## src/rtl/stage_tracker.sv

```systemverilog
// stage_tracker: timestamps one trace element's residency in a pipeline stage
// and queues completed elements in a DEPTH-entry valid/ready output FIFO.
// Optional stall timeout: define STAGE_TRACKER_TIMEOUT_EN.

module stage_tracker #(
    parameter int ELEM_WIDTH     = 128,
    parameter int TIME_WIDTH     = 32,
    parameter int DEPTH          = 4,
    parameter int TIMEOUT_CYCLES = 1024
) (
    input  logic                    clk,
    input  logic                    rst,
    input  logic [TIME_WIDTH-1:0]   counter,
    input  logic                    in_valid,
    output logic                    in_ready,
    input  logic [ELEM_WIDTH-1:0]   in_elem,
    input  logic                    stage_busy,
    output logic                    out_valid,
    input  logic                    out_ready,
    output logic [ELEM_WIDTH-1:0]   out_elem,
    output logic [TIME_WIDTH-1:0]   out_time_start,
    output logic [TIME_WIDTH-1:0]   out_time_end,
    output logic [TIME_WIDTH-1:0]   out_duration,
    output logic                    out_timeout,
    output logic [$clog2(DEPTH):0]  occupancy
);

    localparam int AW  = $clog2(DEPTH);
    localparam int OW  = AW + 1;
    localparam int TCW = $clog2(TIMEOUT_CYCLES + 1);

    typedef enum logic [1:0] {
        IDLE   = 2'd0,
        ACTIVE = 2'd1,
        HOLD   = 2'd2
    } state_t;

    state_t                state_q, state_d;
    logic                  ready_q, ready_d;
    logic [ELEM_WIDTH-1:0] elem_q, elem_d;
    logic [TIME_WIDTH-1:0] start_q, start_d;
    logic [TIME_WIDTH-1:0] end_q, end_d;
    logic                  to_q, to_d;
    logic [AW-1:0]         wptr_q, wptr_d;
    logic [AW-1:0]         rptr_q, rptr_d;
    logic [OW-1:0]         occ_q, occ_d;

    logic                  pop;
    logic                  room;
    logic                  close;
    logic                  push;
    logic                  timeout_hit;
    logic [TIME_WIDTH-1:0] push_end;
    logic                  push_to;

    logic [ELEM_WIDTH-1:0] elem_mem  [DEPTH];
    logic [TIME_WIDTH-1:0] start_mem [DEPTH];
    logic [TIME_WIDTH-1:0] end_mem   [DEPTH];
    logic                  to_mem    [DEPTH];

`ifdef STAGE_TRACKER_TIMEOUT_EN
    logic [TCW-1:0] tcnt_q, tcnt_d;

    // Stall counter: zero outside ACTIVE, counts cycles spent in ACTIVE
    always_comb begin
        tcnt_d = '0;
        if (state_q == ACTIVE) tcnt_d = tcnt_q + TCW'(1);
    end

    // Stall counter register
    always_ff @(posedge clk or negedge rst) begin
        if (!rst) tcnt_q <= '0;
        else      tcnt_q <= tcnt_d;
    end

    assign timeout_hit = (state_q == ACTIVE) && stage_busy &&
                         (tcnt_q == TCW'(TIMEOUT_CYCLES - 1));
`else
    logic [TCW-1:0] unused_tcnt;
    assign unused_tcnt = '0;
    assign timeout_hit = 1'b0;
`endif

    // Capture FSM next state and push decision
    always_comb begin
        state_d  = state_q;
        elem_d   = elem_q;
        start_d  = start_q;
        end_d    = end_q;
        to_d     = to_q;
        pop      = (occ_q != '0) && out_ready;
        room     = (occ_q < OW'(DEPTH)) || pop;
        close    = (state_q == ACTIVE) && (!stage_busy || timeout_hit);
        push     = 1'b0;
        push_end = counter;
        push_to  = timeout_hit;
        unique case (state_q)
            IDLE: begin
                if (ready_q && in_valid) begin
                    elem_d  = in_elem;
                    start_d = counter;
                    state_d = ACTIVE;
                end
            end
            ACTIVE: begin
                if (close) begin
                    end_d = counter;
                    to_d  = timeout_hit;
                    if (room) begin
                        push    = 1'b1;
                        state_d = IDLE;
                    end else begin
                        state_d = HOLD;
                    end
                end
            end
            HOLD: begin
                push_end = end_q;
                push_to  = to_q;
                if (room) begin
                    push    = 1'b1;
                    state_d = IDLE;
                end
            end
            default: state_d = IDLE;
        endcase
        ready_d = (state_d == IDLE);
    end

    // FIFO pointer and occupancy next state
    always_comb begin
        wptr_d = push ? wptr_q + AW'(1) : wptr_q;
        rptr_d = pop  ? rptr_q + AW'(1) : rptr_q;
        occ_d  = occ_q;
        if (push && !pop) occ_d = occ_q + OW'(1);
        if (pop && !push) occ_d = occ_q - OW'(1);
    end

    // Control and capture registers
    always_ff @(posedge clk or negedge rst) begin
        if (!rst) begin
            state_q <= IDLE;
            ready_q <= 1'b0;
            elem_q  <= '0;
            start_q <= '0;
            end_q   <= '0;
            to_q    <= 1'b0;
            wptr_q  <= '0;
            rptr_q  <= '0;
            occ_q   <= '0;
        end else begin
            state_q <= state_d;
            ready_q <= ready_d;
            elem_q  <= elem_d;
            start_q <= start_d;
            end_q   <= end_d;
            to_q    <= to_d;
            wptr_q  <= wptr_d;
            rptr_q  <= rptr_d;
            occ_q   <= occ_d;
        end
    end

    // FIFO storage; contents are invalidated by the pointer reset
    always_ff @(posedge clk) begin
        if (push) begin
            elem_mem[wptr_q]  <= elem_q;
            start_mem[wptr_q] <= start_q;
            end_mem[wptr_q]   <= push_end;
            to_mem[wptr_q]    <= push_to;
        end
    end

    assign in_ready       = ready_q;
    assign out_valid      = (occ_q != '0);
    assign out_elem       = elem_mem[rptr_q];
    assign out_time_start = start_mem[rptr_q];
    assign out_time_end   = end_mem[rptr_q];
    assign out_duration   = end_mem[rptr_q] - start_mem[rptr_q];
    assign out_timeout    = to_mem[rptr_q];
    assign occupancy      = occ_q;

endmodule

```

## config.mk

```make
export PLATFORM = sky130hd
export DESIGN_NAME = stage_tracker
export DESIGN_NICKNAME = d
export VERILOG_FILES = /design/src/rtl/stage_tracker.sv
export SDC_FILE = /design/constraint.sdc
export NUM_CORES = 1
export LEC_CHECK = 0
export CORE_ASPECT_RATIO = 0.5
export CORE_MARGIN = 2
export CORE_UTILIZATION = 47
export CTS_BUF_LIST = sky130_fd_sc_hd__clkbuf_16
export CTS_CLUSTER_SIZE = 25
export DETAILED_ROUTE_END_ITERATION = 12
export GPL_ROUTABILITY_DRIVEN = 0
export PLACE_DENSITY = 0.68
export SETUP_SLACK_MARGIN = 0.02
export SLEW_MARGIN = 20
export SYNTH_ARGS = -nofsm -noshare
export SYNTH_HDL_FRONTEND = slang
export SYNTH_SLANG_ARGS = --single-unit
```

## constraint.sdc

```tcl
create_clock -name clk -period 7.7 [get_ports clk]
set_input_delay 1.54 -clock clk [delete_from_list [all_inputs] [get_ports clk]]
set_output_delay 1.54 -clock clk [all_outputs]
set_load 0.005 [all_outputs]
```

==> results of run 1 <==
==> registers in the layout (all words and copies together), names as in the netlist <==
register	count
elem_mem	512
elem_q	128
end_mem	128
end_q	32
in_ready	1
occupancy	3
rptr_q	2
start_mem	128
start_q	32
state_q	2
wptr_q	2
==> final cells by class <==
type | instances | area [µm²]
fill | 5898 | 33790
clock inverter | 73 | 496.7
sequential | 970 | 28120
timing repair buffer | 414 | 4222
inverter | 46 | 172.7
clock buffer | 89 | 2227
tap | 1050 | 1314
antenna | 6 | 15.01
multi-input combinational | 749 | 8828
==> stage by stage <==
step | power [W] | hold slack [ns] | utilization | cell area, µm² | setup WS, ns
after floorplan | 0.01178 | 0.4401 | - | 37450 | 0.2736
after global placement | 0.01523 | 0.4508 | 0.5387 | 42660 | 1.498
after detailed placement | 0.01534 | 0.4567 | 0.5387 | 42660 | 1.464
after CTS | 0.01957 | 0.4731 | 0.5731 | 45380 | 0.7176
after global routing | 0.02029 | 0.4968 | 0.5733 | 45400 | 0.3979
final | 0.01929 | 0.4698 | 0.5733 | 45400 | 0.7879
==> cells by family (layout without fill, tap and decap cells) <==
| family | after synthesis | after routing | share of synthesized area |
|---|---|---|---|
| flops | 970 | 970 | 0.7508 |
| mux | 384 | 384 | 0.1732 |
| simple gates | 187 | 187 | 0.02095 |
| buf+inv | 126 | 622 | 0.01443 |
| compound gates | 101 | 101 | 0.01817 |
| fa+ha+maj | 42 | 42 | 0.01443 |
| xor+xnor | 34 | 34 | 0.007951 |
| other cells | 1 | 7 | 0.0001001 |
==> power by group through the flow <==
stage,Sequential [W],Clock (W),Combinational [W]
global route,0.00795,0.00451,0.00783
finish,0.00781,0.00419,0.00729
floorplan,0.00768,0,0.00410
global placement,0.00785,0,0.00739
detailed placement,0.00794,0,0.00740
CTS,0.00783,0.00429,0.00745
==> synthesized netlist by cell type, types with 3 or more instances <==
cell type / number
nand4_1: 6
nor2b_1: 3
a211oi_1: 3
nor2_1: 28
buf_1: 11
a21oi_1: 34
xor2_1: 15
mux4_2: 192
xnor2_1: 19
buf_2: 20
nor3_1: 4
dfrtp_1: 202
clkbuf_1: 41
nand2b_1: 4
nand3_1: 3
ha_1: 40
o21ai_0: 23
inv_1: 46
nand2_1: 125
o21a_1: 8
a21o_1: 5
a211o_1: 4
mux2_2: 192
edfxtp_1: 768
and2_1: 5
buf_4: 3
==> final timing paths <==
path / endpoint / slack (ns) / from
worst min register to register: end_q[15]$_DFFE_PN0P_ / 0.47 / end_q[15]$_DFFE_PN0P_
max in group asynchronous: end_q[23]$_DFFE_PN0P_ / 5.49 / rst
worst max register to register: elem_mem[0][72]$_DFFE_PP_ / 4.24 / state_q[1]$_DFF_PN0_
worst max-delay path: out_duration[30] / 0.79 / rptr_q[0]$_DFFE_PN0P_
min in group asynchronous: elem_q[36]$_DFFE_PN0P_ / 0.90 / rst
worst min-delay path: end_q[15]$_DFFE_PN0P_ / 0.47 / end_q[15]$_DFFE_PN0P_
==> critical path: cells and delay by family, from the launching register on <==
| kind | cells | cell delay, ns |
|---|---|---|
| AOI/OAI and AO/OA | 5 | 1.75 |
| adders and majority gates | 2 | 0.67 |
| xor gates and xnor gates | 1 | 0.16 |
| muxes | 1 | 0.60 |
| buffers and inverters | 1 | 0.51 |
| DFF | 1 | 0.84 |
| and+or+nand+nor | 1 | 0.16 |
==> metal layers <==
| layer | GRT usage | routed length (µm) |
|---|---|---|
| met5 | 0 | 0 |
| met4 | 0.06501 | 2132 |
| met3 | 0.03646 | 2714 |
| met2 | 0.3507 | 43570 |
| met1 | 0.2484 | 32720 |
==> flow_summary_export.csv, run 1 <==
group,metric,value,unit
cts,ctsHoldBuffers,0,
detailed_routing,drt_iter0_markers,1088,
cells_and_area,final_nets,2474,
pwr,powerDensity,424.9,nW/µm²
cts,clkSlewWorstSetupHoldPaths,0.07,ns
cts,cts.sinks,970,
pwr,p_comb_frac,0.378,
cells_and_area,mostFrequentLayoutCells,"edfxtp_1 (768), clkdlybuf4s50_1 (392), dfrtp_1 (200)",
worst_setup_path,worst-path-max-fanout,29,
synthesis,ys_seq_elements,970,
hold_path,hold_path_class,"flip-flop to flip-flop",
floorplan,dieArea,82090,µm²
cells_and_area,area_growth,21.22,%
pwr,ir_drop,0.3918,mV
timing,min_period_over_period,0.8977,
timing,tightest_slew,0.9500,ns
floorplan,start_util,0.4729,
detailed_routing,viasPerCell,5.349,
timing,clock_skew,0.01190,ns
worst_setup_path,r2r_cells,7,
synthesis,ys.flop_type,"edfxtp_1",
synthesis,netlist_area,37450,µm²
cts,cts_tree,"yes",
synthesis,async_reset_ff_frac,0.2082,
worst_setup_path,slowest_delay,0.84,ns
cts,cts_resized,0,
pwr,switching_share,0.3087,
placement,io_buffer_count,393,
synthesis,synth.avg_cell_area,20.30,µm²
cells_and_area,finalNonFillerCells,3397,
pwr,p_leak,15.78,nW
timing,rsz0062_at_grt,"false",
synthesis,synth.net_count,2052,
cts,postCtsSetupBuffers,0,
timing,layout_min_cycle_time,6.912,ns
cells_and_area,layout_commonest_cell,"edfxtp_1",
worst_setup_path,slowest_stage,"dfrtp_4",
pwr,internal_power,0.01334,W
synthesis,synth_top_area_share,0.6158,
synthesis,synth_cells,1845,
worst_setup_path,critPathMostFrequentCell,"o2111ai_1",
placement,dp.cells,3229,
cts,clk_latency,0.65,ns
detailed_routing,drcViolationCount,0,
timing,max_freq,144.7,MHz
synthesis,yosysSeqAreaShare,0.7508,
placement,hpwlAfterDp,48.18,mm
cts,root_buffer,"clkbuf_16",
synthesis,synth_edf_count,768,
worst_setup_path,worstSetupEndpointType,"output port",
cts,cts_buffer_depth,3,
synthesis,synth.area.top_cells,"edfxtp_1 (62%), dfrtp_1 (13%), mux4_2 (12%)",
worst_setup_path,required,6.16,ns
pwr,p_sw,0.005955,W
cts,numCtsBuffers,86,
global_routing,grt_antenna_before_repair,5,
floorplan,die_x,403.2,µm
worst_setup_path,arrival,5.37,ns
detailed_routing,wl_per_cell,23.88,µm
global_routing,grt_pass1_wl,120.2,mm
synthesis,synth_top_cell_by_area,"edfxtp_1",
timing,relSlewSlack,0.3667,
floorplan,row_count,73,
run_status,status,"completed",
cells_and_area,drive_gt1_frac,0.2358,
timing,hold_viol,0,
detailed_routing,antenna_left,0,
flow_run,maxCapViolations,0,
floorplan,core-area,79190,µm²
synthesis,synth_cell_types,57,
pwr,p_clk_frac,0.217,
global_routing,grt-ovfl-total,0,
global_routing,grt_usage,0.1982,
detailed_routing,routed_wl,81.13,mm
synthesis,yosys_warnings,0,
cts,cts_max_level,3,
worst_setup_path,critical_path.cell_chain,"mux4_2 -> ha_1 -> fa_1 -> nor2b_2 -> o2111ai_1 -> a2111oi_2 -> o2111ai_1 -> a21oi_1 -> a31oi_1 -> xnor2_1 -> clkdlybuf4s50_1",
global_routing,grt_pass1_vias,18750,
timing,slew_violations,0,
floorplan,fp.dieH,203.6,µm
pwr,p_seq_frac,0.405,
timing,setup_viol,0,
global_routing,grt_max_degree,134,
worst_setup_path,path_class,"flip-flop to output port",
detailed_routing,vias,18170,
timing,finalSetupTns,0,ns
floorplan,boundaryPins,395,
detailed_routing,dr.pass1.iters,7,
worst_setup_path,start_kind,"flip-flop",
hold_path,worstHoldPathCells,2,
Note: power is estimated with default switching activity, not from simulation.
==> run 2, diff against run 1 <==
--- a/config.mk
+++ b/config.mk
@@ -5,10 +5,11 @@
 export SDC_FILE = /design/constraint.sdc
 export NUM_CORES = 1
 export LEC_CHECK = 0
+export CAP_MARGIN = 20
 export CORE_ASPECT_RATIO = 0.5
 export CORE_MARGIN = 2
 export CORE_UTILIZATION = 47
-export CTS_BUF_LIST = sky130_fd_sc_hd__clkbuf_16
+export CTS_BUF_LIST = sky130_fd_sc_hd__clkbuf_8
 export CTS_CLUSTER_SIZE = 25
 export DETAILED_ROUTE_END_ITERATION = 12
 export GPL_ROUTABILITY_DRIVEN = 0
==> flow_summary_export.csv, run 2 (synthesis results as in run 1) <==
group,metric,value,unit
floorplan,boundaryPins,395,
timing,layout_min_cycle_time,6.966,ns
pwr,switching_share,0.3158,
floorplan,dieArea,82090,µm²
global_routing,grt-ovfl-total,0,
timing,setup_viol,0,
detailed_routing,dr.pass1.iters,5,
cts,cts_resized,0,
cells_and_area,largest_reg_flops,512,
cts,numCtsBuffers,140,
global_routing,grt_usage,0.2003,
pwr,p_comb_frac,0.384,
pwr,internal_power,0.01303,W
cells_and_area,layout_commonest_cell,"edfxtp_1",
timing,finalSetupTns,0,ns
cts,cts.sinks,970,
worst_setup_path,critical_path.cell_chain,"buf_4 -> mux4_2 -> ha_1 -> nand4_1 -> nor2_1 -> nor3b_1 -> a211o_1 -> o211a_4 -> o31ai_2 -> xnor2_1 -> clkdlybuf4s50_1",
timing,relSlewSlack,0.3616,
global_routing,grt_max_degree,134,
timing,max_freq,143.5,MHz
placement,hpwlAfterDp,48.18,mm
pwr,powerDensity,419.9,nW/µm²
floorplan,core-area,79190,µm²
pwr,ir_drop,0.3933,mV
worst_setup_path,cp_top_family,"buffers and inverters",
detailed_routing,wl_per_cell,23.55,µm
pwr,p_leak,15.92,nW
pwr,p_clk_frac,0.205,
pwr,p_sw,0.006014,W
worst_setup_path,arrival,5.43,ns
worst_setup_path,required,6.16,ns
cts,ctsHoldBuffers,0,
cts,cts_buffer_depth,3,
worst_setup_path,worstSetupEndpointType,"output port",
floorplan,row_count,73,
timing,tightest_slew,0.9576,ns
flow_run,maxCapViolations,0,
hold_path,hold_path_class,"flip-flop to flip-flop",
timing,rsz0062_at_grt,"false",
cells_and_area,final_nets,2528,
cells_and_area,drive_gt1_frac,0.2513,
detailed_routing,antenna_left,0,
detailed_routing,drcViolationCount,0,
floorplan,die_x,403.2,µm
cells_and_area,largest_register,"elem_mem",
worst_setup_path,path_class,"flip-flop to output port",
worst_setup_path,start_kind,"flip-flop",
pwr,finalPower,0.01904,W
detailed_routing,drt_iter0_markers,1162,
pwr,p_seq_frac,0.410,
placement,io_buffer_count,393,
run_status,status,"completed",
global_routing,grt_pass1_wl,121.5,mm
timing,hold_viol,0,
cells_and_area,area_growth,21.10,%
floorplan,start_util,0.4729,
cts,clk_latency,0.77,ns
cts,clkSlewWorstSetupHoldPaths,0.06,ns
timing,min_period_over_period,0.9047,
detailed_routing,routed_wl,82.15,mm
worst_setup_path,worst-path-max-fanout,29,
cts,postCtsSetupBuffers,0,
floorplan,fp.dieH,203.6,µm
global_routing,grt_pass1_vias,19330,
cts,cts_tree,"yes",
detailed_routing,vias,18570,
worst_setup_path,crit_buf_inv,2,
cts,cts_max_level,4,
worst_setup_path,slowest_delay,0.84,ns
worst_setup_path,slowest_stage,"dfrtp_4",
global_routing,grt_antenna_before_repair,6,
detailed_routing,viasPerCell,5.323,
cells_and_area,mostFrequentLayoutCells,"edfxtp_1 (768), clkdlybuf4s50_1 (392), dfrtp_1 (200)",
timing,clock_skew,0.03336,ns
cts,root_buffer,"clkbuf_8",
timing,slew_violations,0,
## run 2: power by group through the flow
stage	clock network [W]	registers [W]	logic, W
5_1_grt	0.00425	0.00795	0.00784
3_5_place_dp	0	0.00794	0.00740
3_3_place_gp	0	0.00785	0.00739
2_1_floorplan	0	0.00768	0.00410
4_1_cts	0.00403	0.00783	0.00746
6_report	0.00391	0.00782	0.00731
## run 2: routing by layer
metal / GRT usage / wire length, µm / vias to the layer above
met1: 0.2456 / 32280 / 9708
li1: - / - / 8278
met3: 0.03905 / 3509 / 140
met2: 0.3526 / 43940 / 441
met5: 0 / 0 / -
met4: 0.07932 / 2431 / 0
## run 2: cell type report
type	count	area [µm²]
Timing Repair Buffer	414	4222
Antenna cell	7	17.52
Tap cell	1050	1314
Inverter	46	172.7
Sequential cell	970	28120
Clock buffer	163	2243
Fill cell	5945	33840
Clock inverter	89	430.4
Multi-Input combinational cell	749	8828
## run 2: worst paths after layout
check / end / slack, ns / from / depth (start not counted)
setup / recovery: out_duration[31] / 0.73 / rptr_q[0]$_DFFE_PN0P_ / 11
hold / removal: end_q[27]$_DFFE_PN0P_ / 0.47 / end_q[27]$_DFFE_PN0P_ / 2
setup reg to reg: elem_mem[0][74]$_DFFE_PP_ / 4.27 / state_q[1]$_DFF_PN0_ / 7
hold reg to reg: end_q[27]$_DFFE_PN0P_ / 0.47 / end_q[27]$_DFFE_PN0P_ / 2
max in group asynchronous: elem_q[73]$_DFFE_PN0P_ / 5.57 / rst / 2
min in group asynchronous: elem_q[36]$_DFFE_PN0P_ / 0.78 / rst / 1
## run 2: worst register-to-register path, delay by kind of cell, from the launching register on
kind / cells / cell delay [ns]
AND/OR/NAND/NOR: 4 / 1.63
buffers and inverters: 2 / 0.73
flip-flops: 1 / 0.42
adder cells (fa/ha/maj): 1 / 0.21
## run 2: metrics by stage
step	utilization	std cells	area, µm²	hold slack, ns	worst slack, ns
finish	0.5727	3488	45350	0.4707	0.7336
global route	0.5727	3487	45350	0.4973	0.3090
CTS	0.5725	3481	45330	0.4716	0.5920
detailed placement	0.5387	3229	42660	0.4567	1.464
global placement	0.5387	3229	42660	0.4508	1.498
floorplan	-	1845	37450	0.4401	0.2736
==> run 3, diff against run 2 <==
--- a/config.mk
+++ b/config.mk
@@ -5,6 +5,7 @@
 export SDC_FILE = /design/constraint.sdc
 export NUM_CORES = 1
 export LEC_CHECK = 0
+export ABC_CLOCK_PERIOD_IN_PS = 7700
 export CAP_MARGIN = 20
 export CORE_ASPECT_RATIO = 0.5
 export CORE_MARGIN = 2
@@ -12,7 +13,6 @@
 export CTS_BUF_LIST = sky130_fd_sc_hd__clkbuf_8
 export CTS_CLUSTER_SIZE = 25
 export DETAILED_ROUTE_END_ITERATION = 12
-export GPL_ROUTABILITY_DRIVEN = 0
 export PLACE_DENSITY = 0.68
 export SETUP_SLACK_MARGIN = 0.02
 export SLEW_MARGIN = 20
==> results of run 3 <==
Same layout as run 2: the final DEF is identical, and so are final timing and power.
